`config.mk`:
```
export PLATFORM = sky130hd
export DESIGN_NAME = scale_factor_adap
export DESIGN_NICKNAME = d
export VERILOG_FILES = /design/src/rtl/scale_factor_adap.sv
export SDC_FILE = /design/constraint.sdc
export NUM_CORES = 1
export LEC_CHECK = 0
export ABC_AREA = 0
export BUFFER_PORTS_ARGS = -buffer_cell sky130_fd_sc_hd__buf_2
export CAP_MARGIN = 25
export CELL_PAD_IN_SITES_DETAIL_PLACEMENT = 0
export CELL_PAD_IN_SITES_GLOBAL_PLACEMENT = 1
export CORE_MARGIN = 2
export CORE_UTILIZATION = 48
export DETAILED_ROUTE_END_ITERATION = 10
export PLACE_DENSITY = 0.78
export SLEW_MARGIN = 0
export SYNTH_ARGS = -nofsm -noshare
export SYNTH_HDL_FRONTEND = slang
export SYNTH_SLANG_ARGS = --single-unit
```
`constraint.sdc`:
```
create_clock -name clk -period 11.53 [get_ports clk]
set_clock_uncertainty 0.05 [all_clocks]
set_input_delay 1.7295 -clock clk [delete_from_list [all_inputs] [get_ports clk]]
set_output_delay 1.7295 -clock clk [all_outputs]
set_load 0.03 [all_outputs]
```
`src/rtl/scale_factor_adap.sv`:
```
// G.726 quantizer scale-factor adaptation: MIX via a bit-serial AL multiply, then
// FUNCTW/FILTD/LIMB/FILTE update of the fast (YU) and slow (YL) scale factors.
module scale_factor_adap (
    input  logic        clk,
    input  logic        reset,
    input  logic        start,
    input  logic [6:0]  AL,
    input  logic [1:0]  RATE,
    output logic [12:0] Y,
    output logic        y_valid,
    input  logic        i_valid,
    input  logic [4:0]  I,
    output logic        done,
    output logic [18:0] YL_out
);

    typedef enum logic [2:0] {IDLE, MUL, LOAD, WAIT_I, UPD} state_t;

    state_t      state;
    logic [2:0]  step;
    logic [6:0]  al_sh;
    logic [19:0] mcand;
    logic [19:0] acc;
    logic        difs_q;
    logic [12:0] yu;
    logic [18:0] yl;
    logic [4:0]  i_q;
    logic [1:0]  rate_q;

    logic [12:0] yl_sh;
    logic [13:0] mix_dif;
    logic [12:0] mix_difm;
    logic [13:0] prodm;
    logic [13:0] prod;
    logic [12:0] y_mix;

    logic [11:0] wi;
    logic [16:0] filtd_dif;
    logic [12:0] difsx;
    logic [12:0] yut;
    logic        gell;
    logic        geul;
    logic [12:0] yu_new;
    logic [13:0] filte_sh;
    logic [13:0] filte_dif;
    logic [18:0] yl_new;

    function automatic logic [11:0] functw(input logic [1:0] rate, input logic [4:0] code);
        logic [3:0]  im;
        logic [11:0] w;
        im = 4'd0;
        w  = 12'd0;
        case (rate)
            2'd0: begin
                im = code[4] ? ~code[3:0] : code[3:0];
                case (im)
                    4'd0:    w = 12'd14;
                    4'd1:    w = 12'd14;
                    4'd2:    w = 12'd24;
                    4'd3:    w = 12'd39;
                    4'd4:    w = 12'd40;
                    4'd5:    w = 12'd41;
                    4'd6:    w = 12'd58;
                    4'd7:    w = 12'd100;
                    4'd8:    w = 12'd141;
                    4'd9:    w = 12'd179;
                    4'd10:   w = 12'd219;
                    4'd11:   w = 12'd280;
                    4'd12:   w = 12'd358;
                    4'd13:   w = 12'd440;
                    4'd14:   w = 12'd529;
                    4'd15:   w = 12'd696;
                    default: w = 12'd0;
                endcase
            end
            2'd1: begin
                im = {1'b0, (code[3] ? ~code[2:0] : code[2:0])};
                case (im)
                    4'd0:    w = 12'd4084;
                    4'd1:    w = 12'd18;
                    4'd2:    w = 12'd41;
                    4'd3:    w = 12'd64;
                    4'd4:    w = 12'd112;
                    4'd5:    w = 12'd198;
                    4'd6:    w = 12'd355;
                    4'd7:    w = 12'd1122;
                    default: w = 12'd0;
                endcase
            end
            2'd2: begin
                im = {2'b00, (code[2] ? ~code[1:0] : code[1:0])};
                case (im)
                    4'd0:    w = 12'd4092;
                    4'd1:    w = 12'd30;
                    4'd2:    w = 12'd137;
                    4'd3:    w = 12'd582;
                    default: w = 12'd0;
                endcase
            end
            default: begin
                im = {3'b000, (code[1] ? ~code[0] : code[0])};
                w  = (im == 4'd0) ? 12'd4074 : 12'd439;
            end
        endcase
        return w;
    endfunction

    // MIX: sign/magnitude split of YU - YL/64, recombined with the serial product
    assign yl_sh    = yl[18:6];
    assign mix_dif  = {1'b0, yu} - {1'b0, yl_sh};
    assign mix_difm = mix_dif[13] ? 13'(14'd0 - mix_dif) : mix_dif[12:0];
    assign prodm    = 14'(acc >> 6);
    assign prod     = difs_q ? (14'd0 - prodm) : prodm;
    assign y_mix    = 13'({1'b0, yl_sh} + prod);

    // FILTD / LIMB / FILTE; GEUL set means YUT is still below the 5120 ceiling
    assign wi        = functw(rate_q, i_q);
    assign filtd_dif = {wi, 5'd0} - {4'd0, Y};
    assign difsx     = {filtd_dif[16], 12'(filtd_dif >> 5)};
    assign yut       = Y + difsx;
    assign gell      = 1'(({1'b0, yut} + 14'd15840) >> 13);
    assign geul      = 1'(({1'b0, yut} + 14'd11264) >> 13);
    assign yu_new    = gell ? 13'd544 : (geul ? yut : 13'd5120);
    assign filte_sh  = 14'((20'd0 - {1'b0, yl}) >> 6);
    assign filte_dif = {1'b0, yu_new} + filte_sh;
    assign yl_new    = yl + {{5{filte_dif[13]}}, filte_dif};

    // Sample sequencer; MUL step 0 snapshots the MIX operand, steps 1..7 consume AL LSB first
    always_ff @(posedge clk or posedge reset) begin
        if (reset) begin
            state   <= IDLE;
            step    <= 3'd0;
            al_sh   <= 7'd0;
            mcand   <= 20'd0;
            acc     <= 20'd0;
            difs_q  <= 1'b0;
            yu      <= 13'd544;
            yl      <= 19'd34816;
            i_q     <= 5'd0;
            rate_q  <= 2'd0;
            Y       <= 13'd544;
            y_valid <= 1'b0;
            done    <= 1'b0;
            YL_out  <= 19'd34816;
        end else begin
            done <= 1'b0;
            case (state)
                IDLE: begin
                    if (start) begin
                        al_sh <= AL;
                        step  <= 3'd0;
                        state <= MUL;
                    end
                end
                MUL: begin
                    if (step == 3'd0) begin
                        mcand  <= {7'd0, mix_difm};
                        difs_q <= mix_dif[13];
                        acc    <= 20'd0;
                    end else begin
                        if (al_sh[0]) begin
                            acc <= acc + mcand;
                        end
                        mcand <= mcand << 1;
                        al_sh <= {1'b0, al_sh[6:1]};
                    end
                    step <= step + 3'd1;
                    if (step == 3'd7) begin
                        state <= LOAD;
                    end
                end
                LOAD: begin
                    Y       <= y_mix;
                    y_valid <= 1'b1;
                    state   <= WAIT_I;
                end
                WAIT_I: begin
                    if (i_valid) begin
                        i_q    <= I;
                        rate_q <= RATE;
                        state  <= UPD;
                    end
                end
                UPD: begin
                    yu      <= yu_new;
                    yl      <= yl_new;
                    YL_out  <= yl_new;
                    done    <= 1'b1;
                    y_valid <= 1'b0;
                    state   <= IDLE;
                end
                default: state <= IDLE;
            endcase
        end
    end

endmodule

```
==> metrics.md, run 1 <==
| Metric | Value |
|---|---|
| Worst-path maximum fanout | `28` |
| Outcome | `completed` |
| Post_cts resized | `0` |
| Clock root buffer | `clkbuf_16` |
| Final Wtd Congestion | `0.863` |
| Met1 wire length | `12700 um` |
| Endpoints failing setup | `0` |
| Global Route Usage Sum | `22.8%` |
| Minimum clock period | `10.54 ns` |
| Setup bufs post-CTS | `0` |
| Htree depth | `3` |
| Setup TNS | `0 ns` |
| Pre-CTS WS | `1.07 ns` |
| Post-synth top area share | `24.7%` |
| Cell with the most instances after synthesis | `nand2_1` |
| Initial core utilization | `48.5%` |
| Clk_lat worst skew | `0.37 ns` |
| CTS max path bufs | `2` |
| Port Buf Inserts | `51` |
| Yosys cell types | `74` |
| CP top delay family | `compound AO/OA/AOI/OAI gates` |
| Synth Register Bits | `106` |
| FF-to-FF path depth | `48` |
| Required @ worst endpoint | `11.77 ns` |
| Area grow syn2layout | `8.13%` |
| CTS Buf Count | `9` |
| Nets | `1415` |
| TritonCTS clock tree | `built` |
| Max Cap Violations | `0` |
| Antenna violations before repair | `0` |
| Vias in the first global route | `7806` |
| Slowest-stage cell, CP | `dfrtp_1` |
| I/O pin count | `52` |
| Initial DRC count | `463` |
| Via density | `5.59` |
| WP depth | `48` |
| Per-cell routed wire length | `15.9 um` |
| Std-Cell Rows | `53` |
| 1st-pass router iterations | `6` |
| Final Hold Viols | `0` |
| Ant diodes | `0` |
| Min-Delay Path Depth | `2` |
| CP endpoint kind | `flop` |
| Congestion Overflow GR | `0` |
| Fin area | `11000 um2` |
| Slew Viols, Final | `0` |
| Fin cells | `1558` |
| Hpwl dp | `18900 um` |
| RSZ-0062 raised after global routing | `false` |
| CP dominant cell by count | `ha_1` |
| Met3 WL | `816 um` |
| Cells after DPL | `1541` |
| Via count | `8713` |
| Die span in x | `149 um` |
| Final worst-path cycle share | `91.4%` |
| Placed inst area | `10600 um2` |
| Critical path class | `flop to flop` |
| Main synth FF type | `dfrtp_1` |
| Layout cells sized above 1 | `9.35%` |
| Synth area leader | `dfrtp_1` |
| Fmax achieved | `0.0949 GHz` |
| Relative slew slack | `37.9%` |
| Clock net sink count | `106` |
| CP bufs+invs | `4` |
| Post-synth EDFFs | `0` |
| Synth cell count leaders | `171 x nand2_1, 113 x ha_1, 109 x o21ai_0` |
| Clock-pin slew on the worst setup and hold paths | `0.07 ns` |
| Seq/Total Area, Yosys | `26.3%` |
| Largest net degree at the start of global routing | `56` |
| Avg Cell Area, Syn | `8.10 um2` |
| Synth async-reset ratio | `100%` |
| Setup ws final | `0.993 ns` |
| Worst reg-to-reg setup slack | `0.99 ns` |
| Fill count | `2085` |
| Count of hold-fix buffers inserted at cts | `0` |
| Type of the worst min-delay path | `flop to flop` |
| DR DRC count | `0` |
| Yosys warns | `0` |
| Full die area | `22300 um2` |
| Crit path launch type | `flop` |
| Syn nets | `1387` |
| Mapped cell area | `10100 um2` |
| Gate Count Post-Synth | `1250` |
| WP data arrival | `10.78 ns` |
| WL met2 | `10900 um` |
| Chip Height | `149 um` |
| Worst path max stage delay | `0.92 ns` |
| Remaining antenna violation count | `0` |
| Top post-synthesis cells by area | `dfrtp_1 25%, ha_1 14%, xnor2_1 7.8%` |
| Final WL | `24800 um` |
| Core area | `20900 um2` |
| First-pass GRT wire length | `40800 um` |
| Worst-margin pin slew | `0.931 ns` |
| Uppermost routed layer | `met4` |
-- registers in the layout, summed over array words and instances, names as in the netlist, 2 cells and up --
| signal | flops |
|---|---|
| Y | 13 |
| yu | 13 |
| state | 3 |
| yl | 19 |
| step | 3 |
| i_q | 5 |
| rate_q | 2 |
| al_sh | 7 |
| acc | 19 |
| mcand | 19 |
-- worst paths after layout --
check | startpoint | endpoint
max reg2reg | i_q[4] | yl[18]
min | acc[4] | acc[4]
max in group asynchronous | reset | yl[18]
min in group asynchronous | reset | i_q[1]
max | i_q[4] | yl[18]
min reg2reg | acc[4] | acc[4]
-- through the flow --
step | hold WS (ns) | utilization (%)
floorplan | 0.397 | -
global placement | 0.420 | 50.8
detailed placement | 0.420 | 50.9
CTS | 0.438 | 52.4
global route | 0.457 | 52.4
finish | 0.438 | 52.4
-- worst min-delay path: stages, from the launching register on --
cell     delay (ns)
dfrtp_1        0.35
nand2_1        0.05
o31ai_1        0.06
-- routing by layer --
layer | GRT usage, % | up-vias
met2 | 34.8 | 156
met1 | 34.3 | 4069
met3 | 2.54 | 25
li1 | - | 4463
met5 | 0 | -
met4 | 5.76 | 0
-- logic make-up (layout without fill, tap and decap cells) --
group	count (synthesis)	in the layout	share of synthesized area (%)
DFF	106	106	26.3
adders and majority gates	119	119	15.1
muxes	31	31	3.35
AOI/OAI and AO/OA	359	359	22.6
and+or+nand+nor	379	379	17.3
xor gates and xnor gates	117	117	10.2
buffers and inverters	139	172	5.24
-- cell usage in the layout, fill, tap and decap left out, types with 5 or more instances in the layout --
| master | count |
|---|---|
| inv_1 | 91 |
| o21bai_1 | 16 |
| and3_1 | 16 |
| or3_1 | 16 |
| xor2_1 | 26 |
| o22ai_1 | 5 |
| o31ai_1 | 16 |
| ha_1 | 113 |
| o21a_1 | 9 |
| o21ai_0 | 108 |
| nand3_1 | 22 |
| o211ai_1 | 12 |
| buf_4 | 8 |
| mux2i_1 | 17 |
| and2_1 | 5 |
| a21o_1 | 19 |
| nor3_1 | 16 |
| a21boi_0 | 5 |
| nand2b_1 | 12 |
| a21oi_1 | 88 |
| nor4_1 | 7 |
| a31oi_1 | 17 |
| nand2_1 | 171 |
| clkbuf_16 | 9 |
| xnor2_1 | 90 |
| dfrtp_1 | 100 |
| dfstp_2 | 6 |
| a211oi_1 | 15 |
| or4_1 | 8 |
| nor2_1 | 74 |
| buf_2 | 51 |
| a211o_1 | 8 |
| or2_2 | 6 |
| fa_1 | 6 |
| nor2b_1 | 12 |
| mux2_2 | 13 |
-- area by class of cell --
class / instances / area [um2] / area share (%)
Inverter: 95 / 359 / 3.28
Clock buffer: 10 / 239 / 2.18
Sequential cell: 106 / 2660 / 24.3
Multi-Input combinational cell: 1005 / 6940 / 63.4
Tap cell: 275 / 344 / 3.14
Timing Repair Buffer: 61 / 338 / 3.08
Clock inverter: 6 / 70.1 / 0.640
Power of run 1 is not shown: default switching activity piles up to over one toggle a cycle in this logic, so the estimate is an artifact.
==> run 2: changes to the inputs <==
--- a/config.mk
+++ b/config.mk
@@ -14,6 +14,7 @@
 export CORE_UTILIZATION = 48
 export DETAILED_ROUTE_END_ITERATION = 10
 export PLACE_DENSITY = 0.78
+export RECOVER_POWER = 50
 export SLEW_MARGIN = 0
 export SYNTH_ARGS = -nofsm -noshare
 export SYNTH_HDL_FRONTEND = slang
==> run 2 against run 1 <==
Compared with the run above:
- the flow now finishes with violations (max-capacitance violations, max-slew violations)
- critical path depth is the same
- cell count is the same
- global-route usage is the same
- first-iteration DRC count shrank 1.1%
- maximum frequency is essentially flat
==> metrics.md, run 2 (same netlist as run 1, synthesis figures left out) <==
| Metric | Value |
|---|---|
| Commonest non-fill, non-tap cell in the layout | `nand2_1` |
| Antenna violations before repair | `0` |
| Met2 Track Usage GR | `34.8%` |
| Type of the worst min-delay path | `flop to flop` |
| Minimum clock period | `10.53 ns` |
| Clk_lat worst skew | `0.37 ns` |
| Clock root buffer | `clkbuf_16` |
| Via density | `5.58` |
| Initial DRC count | `458` |
| Failing checks | `max-capacitance violations, max-slew violations` |
| Final Hold Viols | `0` |
| Multi-input gate area in the final layout | `6940 um2` |
| Gr busiest metal | `met2` |
| Core area | `20900 um2` |
| Worst-path maximum fanout | `28` |
| Final WL | `24800 um` |
| Pre-CTS WS | `1.07 ns` |
| Setup ws final | `0.995 ns` |
| Area grow syn2layout | `7.75%` |
| Setup bufs post-CTS | `0` |
| Chip Height | `149 um` |
| Count of hold-fix buffers inserted at cts | `0` |
| CP endpoint kind | `flop` |
| Register area | `2660 um2` |
| Outcome | `finished, violations left` |
| Via count | `8689` |
| Global Route Usage Sum | `22.8%` |
| Relative slew slack | `-101%` |
| Nets | `1415` |
| Max Cap Violations | `4` |
| Layout cells sized above 1 | `7.40%` |
| Endpoints failing setup | `0` |
| WP data arrival | `10.77 ns` |
| Slew Viols, Final | `178` |
| Final worst-path cycle share | `91.4%` |
| Hpwl dp | `18900 um` |
| First-pass GRT wire length | `40800 um` |
| Critical path class | `flop to flop` |
| I/O pin count | `52` |
| Die span in x | `149 um` |
| CP bufs+invs | `4` |
| GRT met3 Usage | `2.54%` |
| Initial core utilization | `48.5%` |
| 1st-pass router iterations | `5` |
| Full die area | `22300 um2` |
| Congestion Overflow GR | `0` |
| CP top delay family | `compound AO/OA/AOI/OAI gates` |
| Largest net degree at the start of global routing | `56` |
| Slowest-stage cell, CP | `dfrtp_1` |
| Vias in the first global route | `7806` |
| Std-Cell Rows | `53` |
| Most frequent cells in the layout | `171 x nand2_1, 113 x ha_1, 109 x o21ai_0, 100 x dfrtp_1, 91 x inv_1` |
| TritonCTS clock tree | `built` |
| Fill count | `2100` |
| Required @ worst endpoint | `11.77 ns` |
| Worst-margin pin slew | `3.01 ns` |
| Worst path max stage delay | `0.92 ns` |
| Ant diodes | `0` |
| Clock-pin slew on the worst setup and hold paths | `0.07 ns` |
| Final Wtd Congestion | `0.863` |
| CTS Buf Count | `9` |
| Top Registers | `acc (19), mcand (19), yl (19)` |
| Crit path launch type | `flop` |
| Post_cts resized | `0` |
| Htree depth | `3` |
| Remaining antenna violation count | `0` |
| CP dominant cell by count | `ha_1` |
| Fmax achieved | `0.0949 GHz` |
| Setup TNS | `0 ns` |
| Clock net sink count | `106` |
| Port Buf Inserts | `51` |
| Per-cell routed wire length | `15.9 um` |
| Met1 Use GR | `34.3%` |
| DR DRC count | `0` |
| RSZ-0062 raised after global routing | `false` |
| CTS max path bufs | `2` |
run 2: cell count changes in the layout (fill, tap and decap cells not counted), sizes merged:
| cell | before | now |
|---|---|---|
| inv | 96 | 95 |
| buf | 60 | 37 |
| clkinvlp | 0 | 1 |
| clkbuf | 11 | 34 |
run 2: worst min-delay path, delay by kind of cell (launching register included):
| family | cells | cell delay (ns) |
|---|---|---|
| flip-flops | 1 | 0.35 |
| AO/OA/AOI/OAI | 1 | 0.06 |
| AND/OR/NAND/NOR | 1 | 0.05 |
run 2: final cells by class:
type | instances | area share (%)
Tap cell | 275 | 3.15
Multi-Input combinational cell | 1005 | 63.6
Clock buffer | 10 | 2.19
Sequential cell | 106 | 24.4
Timing Repair Buffer | 61 | 2.79
Inverter | 95 | 3.28
Clock inverter | 6 | 0.642
run 2: final timing paths:
check,from,to,slack (ns),cells after the start
worst min register to register,acc[4],acc[4],0.44,2
max in group asynchronous,reset,yl[18],5.84,3
min in group asynchronous,reset,i_q[1],1.96,2
worst max register to register,i_q[4],yl[18],1.0,48
worst min-delay path,acc[4],acc[4],0.44,2
worst max-delay path,i_q[4],yl[18],1.0,48
run 2: per-layer routing:
layer / share of wire (%) / up-vias
met3: 3.0 / 29
met1: 51 / 4062
met2: 44 / 131
met4: 1.9 / 0
met5: 0 / -
li1: - / 4467
run 2: per-stage QoR:
stage	hold slack (ns)	instances	cell area [um2]	utilization [%]
2_1_floorplan	0.397	1250	10100	-
3_3_place_gp	0.420	1540	10600	50.8
3_5_place_dp	0.420	1541	10600	50.9
4_1_cts	0.438	1557	10900	52.4
5_1_grt	0.457	1558	10900	52.2
6_report	0.437	1558	10900	52.2
Power of run 2 is left out for the same reason.
==> run 3: changes to the inputs <==
--- a/config.mk
+++ b/config.mk
@@ -13,6 +13,7 @@
 export CORE_MARGIN = 2
 export CORE_UTILIZATION = 48
 export DETAILED_ROUTE_END_ITERATION = 10
+export GPL_TIMING_DRIVEN = 0
 export PLACE_DENSITY = 0.78
 export RECOVER_POWER = 50
 export SLEW_MARGIN = 0
==> run 3 against run 2 <==
Compared with the run above:
- the run still ends with max-capacitance violations, max-slew violations left
- non-clock buffer count increased by 35
- global-route usage increased by 1.3 points
- die area unchanged
- first-iteration DRC count increased by 22%
- wire length increased by 4.6%
- largest cell class unchanged
- highest routed layer unchanged
==> metrics.md, run 3 (same netlist as run 1, synthesis figures left out) <==
| Metric | Value |
|---|---|
| Slew Viols, Final | `109` |
| Most frequent cells in the layout | `171 x nand2_1, 113 x ha_1, 109 x o21ai_0, 100 x dfrtp_1, 91 x inv_1` |
| Critical path launch point | `i_q[4]` |
| Minimum clock period | `10.65 ns` |
| Worst reg-to-reg setup slack | `0.88 ns` |
| Final WL | `26000 um` |
| CP endpoint kind | `flop` |
| Fmax achieved | `0.0939 GHz` |
| Relative slew slack | `-97.2%` |
| Global Route Usage Sum | `24.1%` |
| CP bufs+invs | `7` |
| Clock net sink count | `106` |
| Per-cell routed wire length | `16.3 um` |
| Nets | `1450` |
| Endpoints failing setup | `0` |
| WP depth | `51` |
| Initial DRC count | `558` |
| Die span in x | `149 um` |
| Vias in the first global route | `8266` |
| Final worst-path cycle share | `92.3%` |
| Largest net degree at the start of global routing | `66` |
| Via density | `5.58` |
| Critical path class | `flop to flop` |
| Commonest non-fill, non-tap cell in the layout | `nand2_1` |
| Ant diodes | `0` |
| WL met2 | `11400 um` |
| Type of the worst min-delay path | `flop to flop` |
| RSZ-0062 raised after global routing | `false` |
| Met3 WL | `861 um` |
| Worst-margin pin slew | `2.94 ns` |
| Full die area | `22300 um2` |
| First-pass GRT wire length | `42700 um` |
| Top Registers | `acc (19), mcand (19), yl (19)` |
| Uppermost routed layer | `met4` |
| Final Wtd Congestion | `0.850` |
| WP data arrival | `10.89 ns` |
| CTS max path bufs | `2` |
| Area grow syn2layout | `9.17%` |
| Crit path launch type | `flop` |
| Setup TNS | `0 ns` |
| Met1 wire length | `13400 um` |
| Chip Height | `149 um` |
| R2R Path End | `yl[18]` |
| Count of hold-fix buffers inserted at cts | `0` |
| Hpwl dp | `20300 um` |
| Worst path max stage delay | `0.46 ns` |
| Congestion Overflow GR | `0` |
| Failing checks | `max-capacitance violations, max-slew violations` |
| Origin of the critical flop-to-flop path | `i_q[4]` |
| Std-Cell Rows | `53` |
| Antenna violations before repair | `0` |
| TritonCTS clock tree | `built` |
| Fill count | `2050` |
| Worst-path maximum fanout | `10` |
| Layout cells sized above 1 | `9.03%` |
| CTS Buf Count | `9` |
| Required @ worst endpoint | `11.77 ns` |
| Clock-pin slew on the worst setup and hold paths | `0.07 ns` |
| Initial core utilization | `48.5%` |
| Remaining antenna violation count | `0` |
| Core area | `20900 um2` |
| I/O pin count | `52` |
| DR DRC count | `0` |
| Critical Path End | `yl[18]` |
| Final Hold Viols | `0` |
| 1st-pass router iterations | `5` |
| Via count | `8882` |
| Max Cap Violations | `2` |
| Slowest-stage cell, CP | `mux4_2` |
| Outcome | `finished, violations left` |
| Clk_lat worst skew | `0.36 ns` |
| Clock root buffer | `clkbuf_16` |
| Port Buf Inserts | `51` |
| CP dominant cell by count | `a21oi_1` |
| Htree depth | `3` |
| FF-to-FF path depth | `51` |
| CP top delay family | `compound AO/OA/AOI/OAI gates` |
==> run 3: cell count changes in the layout (fill, tap and decap cells not counted), moves of 2 or more <==
cell,delta
clkbuf_1,+13
inv_6,-2
buf_1,+2
buf_2,+23
buf_4,-4
clkbuf_2,+3
==> run 3: per-stage QoR <==
step           hold WS [ns]  worst slack, ns  instances  instance area (um2)  utilization (%)
3_5_place_dp          0.427            0.210       1577                10800             51.5
3_3_place_gp          0.416            0.186       1576                10700             51.4
4_1_cts               0.445            0.142       1593                11100             52.9
5_1_grt               0.471           0.0304       1593                11100             52.9
6_report              0.438            0.885       1593                11100             52.9
2_1_floorplan         0.397             1.65       1250                10100                -
==> run 3: worst min-delay path by stage <==
stage,startpoint,end,slack (ns),cells after the start
2_1_floorplan,acc[2],acc[2],0.40,2
3_3_place_gp,acc[2],acc[2],0.42,2
3_5_place_dp,acc[2],acc[2],0.43,2
4_1_cts,acc[4],acc[4],0.45,2
5_1_grt,acc[2],acc[2],0.47,2
6_report,acc[4],acc[4],0.44,2
==> run 3: final cells by class <==
type / instances / area [um2] / area share [%]
Multi-Input combinational cell: 1005 / 6960 / 62.9
Tap cell: 275 / 344 / 3.11
Sequential cell: 106 / 2660 / 24.1
Clock buffer: 10 / 239 / 2.16
Buffer: 43 / 174 / 1.57
Timing Repair Buffer: 53 / 264 / 2.39
Inverter: 95 / 358 / 3.24
Clock inverter: 6 / 61.3 / 0.554
==> run 3: timing repair <==
action | in CTS | in global routing
setup endpoints to repair | 0 | 8
buffers inserted | 0 | 1
resized for setup | 0 | 7
==> run 3: layer usage <==
layer | global-route usage (%) | up-vias
met5 | 0 | -
met4 | 4.95 | 0
met3 | 2.66 | 17
met2 | 37.4 | 147
met1 | 36.2 | 4176
li1 | - | 4542
==> run 3: worst register-to-register path, delay by kind of cell, from the launching register on <==
kind / cells / cell delay (ns)
buffers and inverters: 7 / 1.36
AOI/OAI and AO/OA: 20 / 3.37
adders and majority gates: 6 / 1.84
muxes: 1 / 0.46
and+or+nand+nor: 13 / 2.36
DFF: 1 / 0.32
xor gates and xnor gates: 4 / 0.82
Power of run 3 is left out for the same reason.
